**src/rtl/minmax_window.sv**
```systemverilog
// Windowed min/max reducer: folds WIN upstream (min,max) pairs into one
// registered result with a valid/ready handshake on both sides.
module minmax_window #(
  parameter int DATA = 8,
  parameter int WIN  = 16
) (
  input  logic            clk,
  input  logic            rst,
  input  logic            in_valid,
  output logic            in_ready,
  input  logic [DATA-1:0] in_min,
  input  logic [DATA-1:0] in_max,
  input  logic            clear,
  output logic            out_valid,
  input  logic            out_ready,
  output logic [DATA-1:0] out_min,
  output logic [DATA-1:0] out_max,
  output logic            out_swap
);

  localparam int CW = $clog2(WIN + 1);
  localparam logic [CW-1:0] LAST = CW'(WIN - 1);

  typedef enum logic [1:0] {
    EMPTY,
    ACCUM,
    FULL
  } state_t;

  state_t          state;
  logic [CW-1:0]   count;
  logic [DATA-1:0] acc_min;
  logic [DATA-1:0] acc_max;
  logic            swap;

  logic            accept;
  logic            pair_swap;
  logic [DATA-1:0] nxt_min;
  logic [DATA-1:0] nxt_max;
  logic            nxt_swap;

  assign in_ready  = !rst && !clear
                   && (state != FULL || out_ready);
  assign accept    = in_valid && in_ready;
  assign pair_swap = in_min > in_max;

  // Strict compares so ties keep the accumulated value
  assign nxt_min  = (in_min < acc_min) ? in_min : acc_min;
  assign nxt_max  = (in_max > acc_max) ? in_max : acc_max;
  assign nxt_swap = swap | pair_swap;

  always_ff @(posedge clk or posedge rst) begin
    if (rst) begin
      state     <= EMPTY;
      count     <= '0;
      acc_min   <= '0;
      acc_max   <= '0;
      swap      <= 1'b0;
      out_valid <= 1'b0;
      out_min   <= '0;
      out_max   <= '0;
      out_swap  <= 1'b0;
    end else begin
      case (state)
        EMPTY: begin
          if (clear) begin
            count <= '0;
            swap  <= 1'b0;
          end else if (accept) begin
            acc_min <= in_min;
            acc_max <= in_max;
            swap    <= pair_swap;
            count   <= CW'(1);
            state   <= ACCUM;
          end
        end
        ACCUM: begin
          if (clear) begin
            count <= '0;
            swap  <= 1'b0;
            state <= EMPTY;
          end else if (accept) begin
            if (count == LAST) begin
              out_min   <= nxt_min;
              out_max   <= nxt_max;
              out_swap  <= nxt_swap;
              out_valid <= 1'b1;
              count     <= '0;
              swap      <= 1'b0;
              state     <= FULL;
            end else begin
              acc_min <= nxt_min;
              acc_max <= nxt_max;
              swap    <= nxt_swap;
              count   <= count + CW'(1);
            end
          end
        end
        FULL: begin
          // A retiring result may overlap the first pair of the next window
          if (out_ready) begin
            out_valid <= 1'b0;
            if (accept) begin
              acc_min <= in_min;
              acc_max <= in_max;
              swap    <= pair_swap;
              count   <= CW'(1);
              state   <= ACCUM;
            end else begin
              state <= EMPTY;
            end
          end
        end
        default: begin
          state     <= EMPTY;
          count     <= '0;
          swap      <= 1'b0;
          out_valid <= 1'b0;
        end
      endcase
    end
  end

endmodule
```
**config.mk**
```make
export PLATFORM = sky130hd
export DESIGN_NAME = minmax_window
export DESIGN_NICKNAME = d
export VERILOG_FILES = /design/src/rtl/minmax_window.sv
export SDC_FILE = /design/constraint.sdc
export NUM_CORES = 1
export LEC_CHECK = 0
export CORE_MARGIN = 8
export CORE_UTILIZATION = 54
export DETAILED_ROUTE_END_ITERATION = 7
export GPL_ROUTABILITY_DRIVEN = 0
export MAX_ROUTING_LAYER = met4
export PLACE_DENSITY = 0.76
export REMOVE_ABC_BUFFERS = 1
export SLEW_MARGIN = 10
export SYNTH_ARGS = -nofsm -noshare
export SYNTH_HDL_FRONTEND = slang
export SYNTH_SLANG_ARGS = --single-unit
export TNS_END_PERCENT = 100
```
**constraint.sdc**
```tcl
create_clock -name clk -period 3 [get_ports clk]
set_input_delay 0.45 -clock clk [delete_from_list [all_inputs] [get_ports clk]]
set_output_delay 0.45 -clock clk [all_outputs]
set_load 0.05 [all_outputs]
```
==> results_dict.tcl <==
set metrics [dict create \
    status "completed" \
    initial_core_util 0.550 \
    grt_pass1_wl_mm 10.5 \
    synth_warnings 0 \
    synth_edf_count 0 \
    p_seq_frac 0.426 \
    insertion_delay_ns 0.29 \
    die_area_mm2 0.00721 \
    drv_slew 0 \
    area_delta_synth_final_pct 22.6 \
    grtUsageTotal 0.182 \
    cap_violations 0 \
    internal_power_uw 1030 \
    final_common_cell "dfrtp_1" \
    synthTopCellsByArea "dfrtp_1, ha_1, o21ai_0" \
    dpl.cell_count 366 \
    ys.flop_type "dfrtp_1" \
    fin_crit_sh 0.871 \
    drt_pass1_iterations 4 \
    core_area_mm2 0.00466 \
    io_pins 40 \
    holdCritPathClass "flip-flop to flip-flop" \
    seqCellArea_mm2 0.00105 \
    mostFrequentLayoutCells "dfrtp_1, clkdlybuf4s50_1, o21ai_0" \
    crit_fanout 4 \
    die_y_um 84.9 \
    antenna_cells 0 \
    p_clk_frac 0.245 \
    hpwl_mm 4.59 \
    criticalPathCategory "input pin to output port" \
    dieWidth_um 84.9 \
    endpoint_kind "output port" \
    h-tree-depth 2 \
    detail-route-antenna-nets 0 \
    critPathArrivalTime_ns 2.16 \
    cts_sinks 42 \
    syn_area_mm2 0.00256 \
    wl_per_cell_um 16.1 \
    tns_ns 0 \
    cts_root_buf "clkbuf_8" \
    cts_buffers 5 \
    yosys.area.top_type "dfrtp_1" \
    hold_buffers 0 \
    grt_pass1_vias 2316 \
    final_nets 364 \
    drc 0 \
    drt-total-wl_mm 6.03 \
    synth.distinct_cells 46 \
    fillers 390 \
    rows 25 \
    clockBufferDepth 2 \
    via_per_inst 5.92 \
    grt_overflow 0 \
    p_switching_uw 526 \
    fin_ws_ns 0.387 \
    drt_iter0_markers 80 \
    final_cells 374 \
    post-place-ws_ns 0.173 \
    ys_ff_latch 42 \
    cts_tree "done" \
    antenna_found_initial 0 \
    post_cts_resized 0 \
    period_minus_slack_ns 2.61 \
    p_per_area_mw_per_mm2 495 \
    finalClockSkew_ns 0.0113 \
    synth_area_per_cell_um2 9.46 \
    max_freq_mhz 383 \
    synthCells 271 \
    utilization 0.675 \
    drive_gt1_frac 0.0969 \
    post_cts_buffers 0 \
    synth_top_area_frac 0.410 \
    clkTransAtPathRegs_ns 0.08 \
    worstPathRequired_ns 2.55 \
    rsz0062_at_grt "false" \
    p_sw_frac 0.337 \
    seq_area_frac_synth 0.410 \
    multi_input_area_mm2 0.00138 \
    leakagePower_uw 0.00145 \
    finalSetupViolCount 0 \
    crit_path_start_kind "input pin" \
    ir_worst_vdd_mv 0.310 \
    final_hold_viol_count 0 \
    grt_max_degree 43 \
    worst_pin_slew_ns 0.587 \
    relSlewSlack 0.607 \
    p_comb_frac 0.329 \
    via_count 2213 \
    synthArstFlopShare 1.00 \
    portBuffers 39 \
]
[flip-flops by register name, summed over array words and instances, names as in the netlist]
signal     cells
state          2
acc_min        8
out_min        8
acc_max        8
swap           1
out_swap       1
out_max        8
out_valid      1
count          5
[through the flow]
step           power (µW)  hold WS (ns)  cell area (µm²)
4_1_cts              1570         0.485             3150
3_3_place_gp         1160         0.464             3050
2_1_floorplan        1020         0.448             2540
6_report             1560         0.482             3150
5_1_grt              1660         0.498             3150
3_5_place_dp         1180         0.471             3050
[worst paths after layout]
path                                         from                     end  slack (ns)  cells after the start
setup / recovery                        out_ready                in_ready        0.39                      4
hold reg to reg            out_min[0]$_DFFE_PP0P_  out_min[0]$_DFFE_PP0P_        0.48                      2
setup reg to reg           acc_max[4]$_DFFE_PP0P_  acc_max[0]$_DFFE_PP0P_        0.69                      7
min in group asynchronous                     rst   out_valid$_DFFE_PP0P_        0.70                      3
max in group asynchronous                     rst    out_swap$_DFFE_PP0P_        1.92                      3
hold / removal             out_min[0]$_DFFE_PP0P_  out_min[0]$_DFFE_PP0P_        0.48                      2
[layer usage]
layer,share of wire,track usage,up-vias
li1,-,-,1062
met1,0.44,0.210,1080
met2,0.51,0.311,62
met3,0.040,0.0386,9
met4,0.013,0.0550,0
met5,0,-,-
[critical path: stages]
cell and delay, ns:
clkdlybuf4s50_1 0.45, nor3b_1 0.43, nor3_1 0.11, clkdlybuf4s50_1 0.72
[power by group through the flow]
stage                     clock, µW  combinational [µW]  sequential, µW
after floorplan                   0                 340             683
after global placement            0                 492             672
after detailed placement          0                 508             675
after CTS                       388                 516             663
after global routing            408                 582             672
final                           381                 513             664
[logic make-up (layout without fill, tap and decap cells)]
kind of cell | after synthesis | in the layout | share of synthesized area
and+or+nand+nor | 79 | 79 | 0.163
AOI/OAI and AO/OA | 76 | 76 | 0.188
DFF | 42 | 42 | 0.410
buffers and inverters | 33 | 82 | 0.0507
adders and majority gates | 24 | 24 | 0.117
muxes | 17 | 17 | 0.0707
[area by class of cell]
cell class                      count  area share
Multi-Input combinational cell    196       0.440
Clock buffer                        6      0.0263
Inverter                           28      0.0334
Sequential cell                    42       0.334
Tap cell                           54      0.0215
Clock inverter                      2     0.00398
Timing Repair Buffer               46       0.141
[synth_stat cells, types with 4 or more instances]
master	count
nor2b_1	4
inv_1	28
dfrtp_1	42
o21ai_0	29
a21oi_1	19
nand3_1	13
a31oi_1	9
nand2_1	17
mux2i_1	8
ha_1	24
mux2_2	6
nor2_1	23
No activity file was read; power rests on OpenSTA's default activity.
